--- config.mk ---
export PLATFORM = sky130hd
export DESIGN_NAME = fetch_unit
export DESIGN_NICKNAME = d
export VERILOG_FILES = /design/src/rtl/cpu_pkg.sv /design/src/rtl/fetch_fifo.sv /design/src/rtl/fetch_unit.sv
export SDC_FILE = /design/constraint.sdc
export NUM_CORES = 1
export LEC_CHECK = 0
export BUFFER_PORTS_ARGS = -buffer_cell sky130_fd_sc_hd__clkbuf_2
export CORE_MARGIN = 2
export CORE_UTILIZATION = 61
export DETAILED_ROUTE_END_ITERATION = 8
export PLACE_DENSITY = 0.88
export SETUP_SLACK_MARGIN = 0.4
export SYNTH_ARGS = -nofsm -noshare
export SYNTH_HDL_FRONTEND = slang
export SYNTH_HIERARCHICAL = 1
export SYNTH_SLANG_ARGS = --single-unit
--- constraint.sdc ---
create_clock -name clk -period 7.2 [get_ports clk]
set_input_delay 0.36 -clock clk [delete_from_list [all_inputs] [get_ports clk]]
set_output_delay 0.36 -clock clk [all_outputs]
set_load 0.01 [all_outputs]
--- src/rtl/cpu_pkg.sv ---
// Shared CPU definitions used by the fetch stage and its helpers.
//   CPU_AWIDTH    default word-address / PC width
//   CPU_DWIDTH    default instruction width
//   CPU_RESET_PC  first fetch address after reset
//   fetch_entry_t one buffered fetch: {pc, instr}
package cpu_pkg;

  localparam int CPU_AWIDTH = 16;
  localparam int CPU_DWIDTH = 16;
  localparam logic [CPU_AWIDTH-1:0] CPU_RESET_PC = '0;

  typedef struct packed {
    logic [CPU_AWIDTH-1:0] pc;
    logic [CPU_DWIDTH-1:0] instr;
  } fetch_entry_t;

endpackage

--- src/rtl/fetch_fifo.sv ---
// Small synchronous FIFO of fetch entries between the memory return path and decode.
// The head entry always sits in entries_q[0], so the output is straight from a register.
// Ports:
//   clk, rst    clock, synchronous active-high reset (empties FIFO, zeroes entries)
//   push        write push_data at the tail
//   push_data   entry to write
//   pop         remove the head entry
//   flush       discard all entries; wins over push and pop
//   head        current head entry (stale/zero when count == 0)
//   count       number of valid entries, 0..DEPTH
module fetch_fifo
  import cpu_pkg::*;
#(
  parameter int DEPTH = 2,
  localparam int CW = $clog2(DEPTH + 1)
) (
  input  logic         clk,
  input  logic         rst,
  input  logic         push,
  input  fetch_entry_t push_data,
  input  logic         pop,
  input  logic         flush,
  output fetch_entry_t head,
  output logic [CW-1:0] count
);

  fetch_entry_t  entries_q [DEPTH];
  fetch_entry_t  entries_d [DEPTH];
  logic [CW-1:0] count_q;
  logic [CW-1:0] count_d;
  logic          pop_ok;
  logic          push_ok;
  logic [CW-1:0] wr_idx;

  // Guard against pops on empty and pushes on full; the caller's credit
  // scheme should never rely on either, but the FIFO stays consistent.
  assign pop_ok  = pop && (count_q != '0);
  assign push_ok = push && ((count_q != CW'(DEPTH)) || pop_ok);
  // Tail slot after the (optional) shift caused by a pop.
  assign wr_idx  = count_q - CW'(pop_ok);

  for (genvar gi = 0; gi < DEPTH; gi++) begin : g_entry
    fetch_entry_t shifted;
    if (gi < DEPTH - 1) begin : g_mid
      assign shifted = pop_ok ? entries_q[gi+1] : entries_q[gi];
    end else begin : g_last
      assign shifted = entries_q[gi];
    end
    // Flushing only clears count; entry contents are don't-care afterwards.
    assign entries_d[gi] = flush ? entries_q[gi]
                         : ((push_ok && (wr_idx == CW'(gi))) ? push_data : shifted);
  end

  always_comb begin
    count_d = count_q;
    if (flush) begin
      count_d = '0;
    end else begin
      count_d = count_q + CW'(push_ok) - CW'(pop_ok);
    end
  end

  always_ff @(posedge clk) begin
    if (rst) begin
      count_q <= '0;
      for (int i = 0; i < DEPTH; i++) begin
        entries_q[i] <= '0;
      end
    end else begin
      count_q   <= count_d;
      entries_q <= entries_d;
    end
  end

  assign head  = entries_q[0];
  assign count = count_q;

endmodule

--- src/rtl/fetch_unit.sv ---
// Instruction fetch stage. Owns the PC, drives a registered-read instruction memory
// (1-cycle latency, no enable) and hands {pc, instr} pairs to decode via valid/ready.
// A branch redirect flushes the output buffer and drops the in-flight response.
// Ports:
//   clk, rst       clock, synchronous active-high reset
//   mem_raddr      memory read address (combinational: branch target or pc)
//   mem_rdata      memory data, valid one cycle after mem_raddr
//   branch_valid   single-cycle redirect request
//   branch_target  redirect address
//   out_valid      out_instr/out_pc hold a valid fetch
//   out_ready      decode accepts the head entry
//   out_instr      fetched instruction
//   out_pc         address of out_instr
// The buffered entry layout comes from cpu_pkg::fetch_entry_t, so AWIDTH/DWIDTH
// must match the package widths.
module fetch_unit
  import cpu_pkg::*;
#(
  parameter int              AWIDTH     = CPU_AWIDTH,
  parameter int              DWIDTH     = CPU_DWIDTH,
  parameter logic [AWIDTH-1:0] RESET_PC = CPU_RESET_PC,
  parameter int              FIFO_DEPTH = 2
) (
  input  logic              clk,
  input  logic              rst,
  output logic [AWIDTH-1:0] mem_raddr,
  input  logic [DWIDTH-1:0] mem_rdata,
  input  logic              branch_valid,
  input  logic [AWIDTH-1:0] branch_target,
  output logic              out_valid,
  input  logic              out_ready,
  output logic [DWIDTH-1:0] out_instr,
  output logic [AWIDTH-1:0] out_pc
);

  localparam int CW = $clog2(FIFO_DEPTH + 1);

  logic [AWIDTH-1:0] pc_q;
  logic [AWIDTH-1:0] pc_d;
  logic              inflight_q;
  logic              inflight_d;
  logic [AWIDTH-1:0] inflight_pc_q;
  logic [AWIDTH-1:0] inflight_pc_d;

  logic [CW-1:0]     fifo_count;
  fetch_entry_t      fifo_head;
  fetch_entry_t      push_entry;
  logic              pop;
  logic              fifo_pop;
  logic              push;
  logic [CW:0]       occupancy;
  logic              credit;
  logic              issue;

  assign out_valid = (fifo_count != '0);
  assign pop       = out_valid && out_ready;
  // A redirect discards the head, so decode's accept that cycle does not count.
  assign fifo_pop  = pop && !branch_valid;

  // Slots already spoken for once this cycle's pop leaves: buffered entries
  // plus the word coming back from memory. pop implies fifo_count >= 1.
  assign occupancy = {1'b0, fifo_count} + (CW+1)'(inflight_q) - (CW+1)'(pop);
  assign credit    = occupancy < (CW+1)'(FIFO_DEPTH);
  // Branches always issue: the flush frees every slot this cycle.
  assign issue     = !rst && (branch_valid || credit);

  assign mem_raddr = branch_valid ? branch_target : pc_q;

  // The returning word belongs to a fetch that a redirect has just killed.
  assign push       = inflight_q && !branch_valid;
  assign push_entry = '{pc: inflight_pc_q, instr: mem_rdata};

  always_comb begin
    pc_d          = pc_q;
    inflight_d    = 1'b0;
    inflight_pc_d = inflight_pc_q;
    if (issue) begin
      pc_d          = mem_raddr + AWIDTH'(1);
      inflight_d    = 1'b1;
      inflight_pc_d = mem_raddr;
    end
  end

  always_ff @(posedge clk) begin
    if (rst) begin
      pc_q          <= RESET_PC;
      inflight_q    <= 1'b0;
      inflight_pc_q <= '0;
    end else begin
      pc_q          <= pc_d;
      inflight_q    <= inflight_d;
      inflight_pc_q <= inflight_pc_d;
    end
  end

  fetch_fifo #(
    .DEPTH(FIFO_DEPTH)
  ) u_fifo (
    .clk      (clk),
    .rst      (rst),
    .push     (push),
    .push_data(push_entry),
    .pop      (fifo_pop),
    .flush    (branch_valid),
    .head     (fifo_head),
    .count    (fifo_count)
  );

  assign out_pc    = fifo_head.pc;
  assign out_instr = fifo_head.instr;

endmodule

==> qor.txt <==
status: completed
register area: 1980 um2
CTS tree: done
Clock Sink Count: 99
Mapped Nets: 638
CP Class: reg -> reg
Leakage: 0.00216 uW
Via density: 5.91
RSZ-0062 raised after global routing: false
Tot Pwr: 1180 uW
Worst IR Drop VDD: 0.000114 V
Placement Cell Area: 5380 um2
antenna violations before repair: 0
Port Buffers: 84
DR WL/cell: 15.7 um
vias in the first global route: 4016
final hold vios: 0
Slew Viols, Final: 0
worst slew pin tran: 1170 ps
I/O pin count: 85
vias: 4276
ys flop type: dfxtp_1
synthesized area: 5320 um2
RePlAce Congestion: 0.824
max cap viols: 0
critical path data arrival time: 3900 ps
cell accounting for the most synthesized area: dfxtp_1
layout cells sized above 1: 0.213
library cells used by synthesis: 58
grt total ovfl: 0
startpoint types: flip-flop
yosys warns: 6
DRT iter0 DRCs: 244
Diodes inserted: 0
Post-synth EDFFs: 0
dpl ws: 3580 ps
Async SR Flop Fraction: 0
DIE AREA: 9490 um2
pwr dens: 211 nW/um2
Req. time, crit path: 7370 ps
initial core utilization: 0.620
Synth Area per Inst: 8.93 um2
Final HPWL DP: 7410 um
largest net degree at the start of global routing: 137
FILL cells: 734
synthesized flop and latch total: 99
hold_buf cts: 0
period utilization: 0.517
TritonCTS Buffers: 9
die width: 97.4 um
Setup WS post-layout: 3470 ps
CP Capture Type: flip-flop
final setup TNS: 0 ps
Final Skew: 7.48 ps
Core ar.: 8590 um2
slew margin rel.: 0.217
Max Freq: 268 MHz
Post-CTS Setup Inserts: 0
H-tree depth: 3
first-pass GRT wire length: 19100 um
post-CTS sizing: 0
Clock Tree Root: clkbuf_8
number of routed nets with antenna violations: 0
fin crit period: 3730 ps
Rows: 34
final setup violation count: 0
Synth Instances: 596
Die Height: 97.4 um
DR pass1 iterations: 4
Synth top area share: 0.372
Crit Path Max Fanout: 34
# DRC: 0
Clk pin slew, worst setup/hold paths: 90 ps
NumNets Final: 654
area grow syn2layout: 5.33%
routed wire length: 11400 um
gr usage total: 0.237
Max Root-Sink Buffers: 2
Final Instance Area: 5610 um2
HP Class: in -> reg
Synth area leaders: dfxtp_1 37%, nand2b_1 7.5%, mux2i_1 7.1%
sequential share of the synthesized area: 0.372
area of the multi-input gates: 2750 um2
worst skew pair latency: 360 ps
## cell usage after synthesis, types with 5 or more instances
library cell,count
dfxtp_1,99
a21oi_1,10
nand2_1,85
buf_2,12
clkbuf_1,30
nand3_1,8
nor3_1,7
a311oi_1,32
xnor2_1,7
inv_1,15
mux2_2,6
nor2_1,29
nand3b_1,7
ha_1,5
nand2b_1,64
a211oi_1,43
buf_4,34
mux2i_1,38
## kinds of logic after synthesis
kind of cell,count (synthesis),share of synthesized area
AOI/OAI and AO/OA,106,0.163
xor gates and xnor gates,8,0.0132
adders and majority gates,6,0.0155
buffers and inverters,99,0.114
DFF,99,0.372
muxes,48,0.0947
and+or+nand+nor,230,0.228
## power by group
| part | leakage, uW | total (uW) | internal, uW | switching, uW |
|---|---|---|---|---|
| combinational | 0.00123 | 168 | 70.3 | 98.1 |
| sequential | 0.000808 | 599 | 575 | 23.7 |
| clock | 0.000119 | 414 | 227 | 187 |
## registers in the layout (all words and copies together), names as in the netlist
signal            count
u_fifo/entries_q     32
u_fifo/head          32
inflight_pc_q        16
pc_q                 16
u_fifo/count          2
inflight_q            1
## cell type report
cell class | count | share of cell area
clock buffer | 9 | 0.0221
clock inverter | 6 | 0.0187
inverter | 15 | 0.0100
multi-input combinational | 398 | 0.490
sequential | 99 | 0.353
tap | 108 | 0.0241
timing repair buffer | 89 | 0.0821
## worst paths after layout
kind / from / to / slack (ps) / depth (start not counted)
worst max register to register: u_fifo/count[1] / u_fifo/head[10] / 3470 / 7
worst min-delay path: mem_rdata[5] / u_fifo/entries_q[5] / 250 / 3
worst max-delay path: u_fifo/count[1] / u_fifo/head[10] / 3470 / 7
worst min register to register: pc_q[12] / pc_q[12] / 470 / 2
## worst max-delay path, stage by stage (launching register included)
cell	delay [ps]
dfxtp_1	500
or2_1	940
and2_1	290
ha_1	190
and4bb_1	200
buf_4	330
a21o_1	840
a311oi_1	250
## through the flow
| step | utilization | hold WS, ps | instances |
|---|---|---|---|
| after floorplan | - | 436 | 596 |
| after global placement | 0.626 | 450 | 709 |
| after detailed placement | 0.626 | 465 | 709 |
| after CTS | 0.653 | 235 | 724 |
| after global routing | 0.653 | 254 | 724 |
| final | 0.653 | 251 | 724 |
## cells in the final DEF (no fill, tap or decap), types with 2 or more instances in the layout
cell type  netlist  final
dfxtp_1         99     99
nand2_1         85     85
clkbuf_2         0     83
nand2b_1        64     64
a211oi_1        43     43
mux2i_1         38     38
a311oi_1        32     32
nor2_1          29     29
inv_1           15     15
a21oi_1         10     10
clkbuf_8         0      9
nand3_1          8      8
xnor2_1          7      7
nor3_1           7      7
nand3b_1         7      7
mux2_2           6      6
buf_4           34      6
ha_1             5      5
nand4_1          4      4
nor3b_1          4      4
mux2i_2          3      3
nor2b_1          4      3
clkinv_2         0      3
bufinv_16        0      3
and2_1           2      2
nand4b_1         2      2
or3_1            2      2
a31oi_1          2      2
a31o_2           2      2
o21ai_0          2      2
and3_1           2      2
o41ai_2          2      2
a21o_1           2      2
## routing by layer
metal | track usage | part of all wire | vias up
met5 | 0 | 0 | -
met1 | 0.327 | 0.45 | 2028
met4 | 0.0545 | 0.011 | 0
li1 | - | - | 2088
met2 | 0.386 | 0.48 | 146
met3 | 0.0482 | 0.061 | 14
No activity file was read; power rests on OpenSTA's default activity.
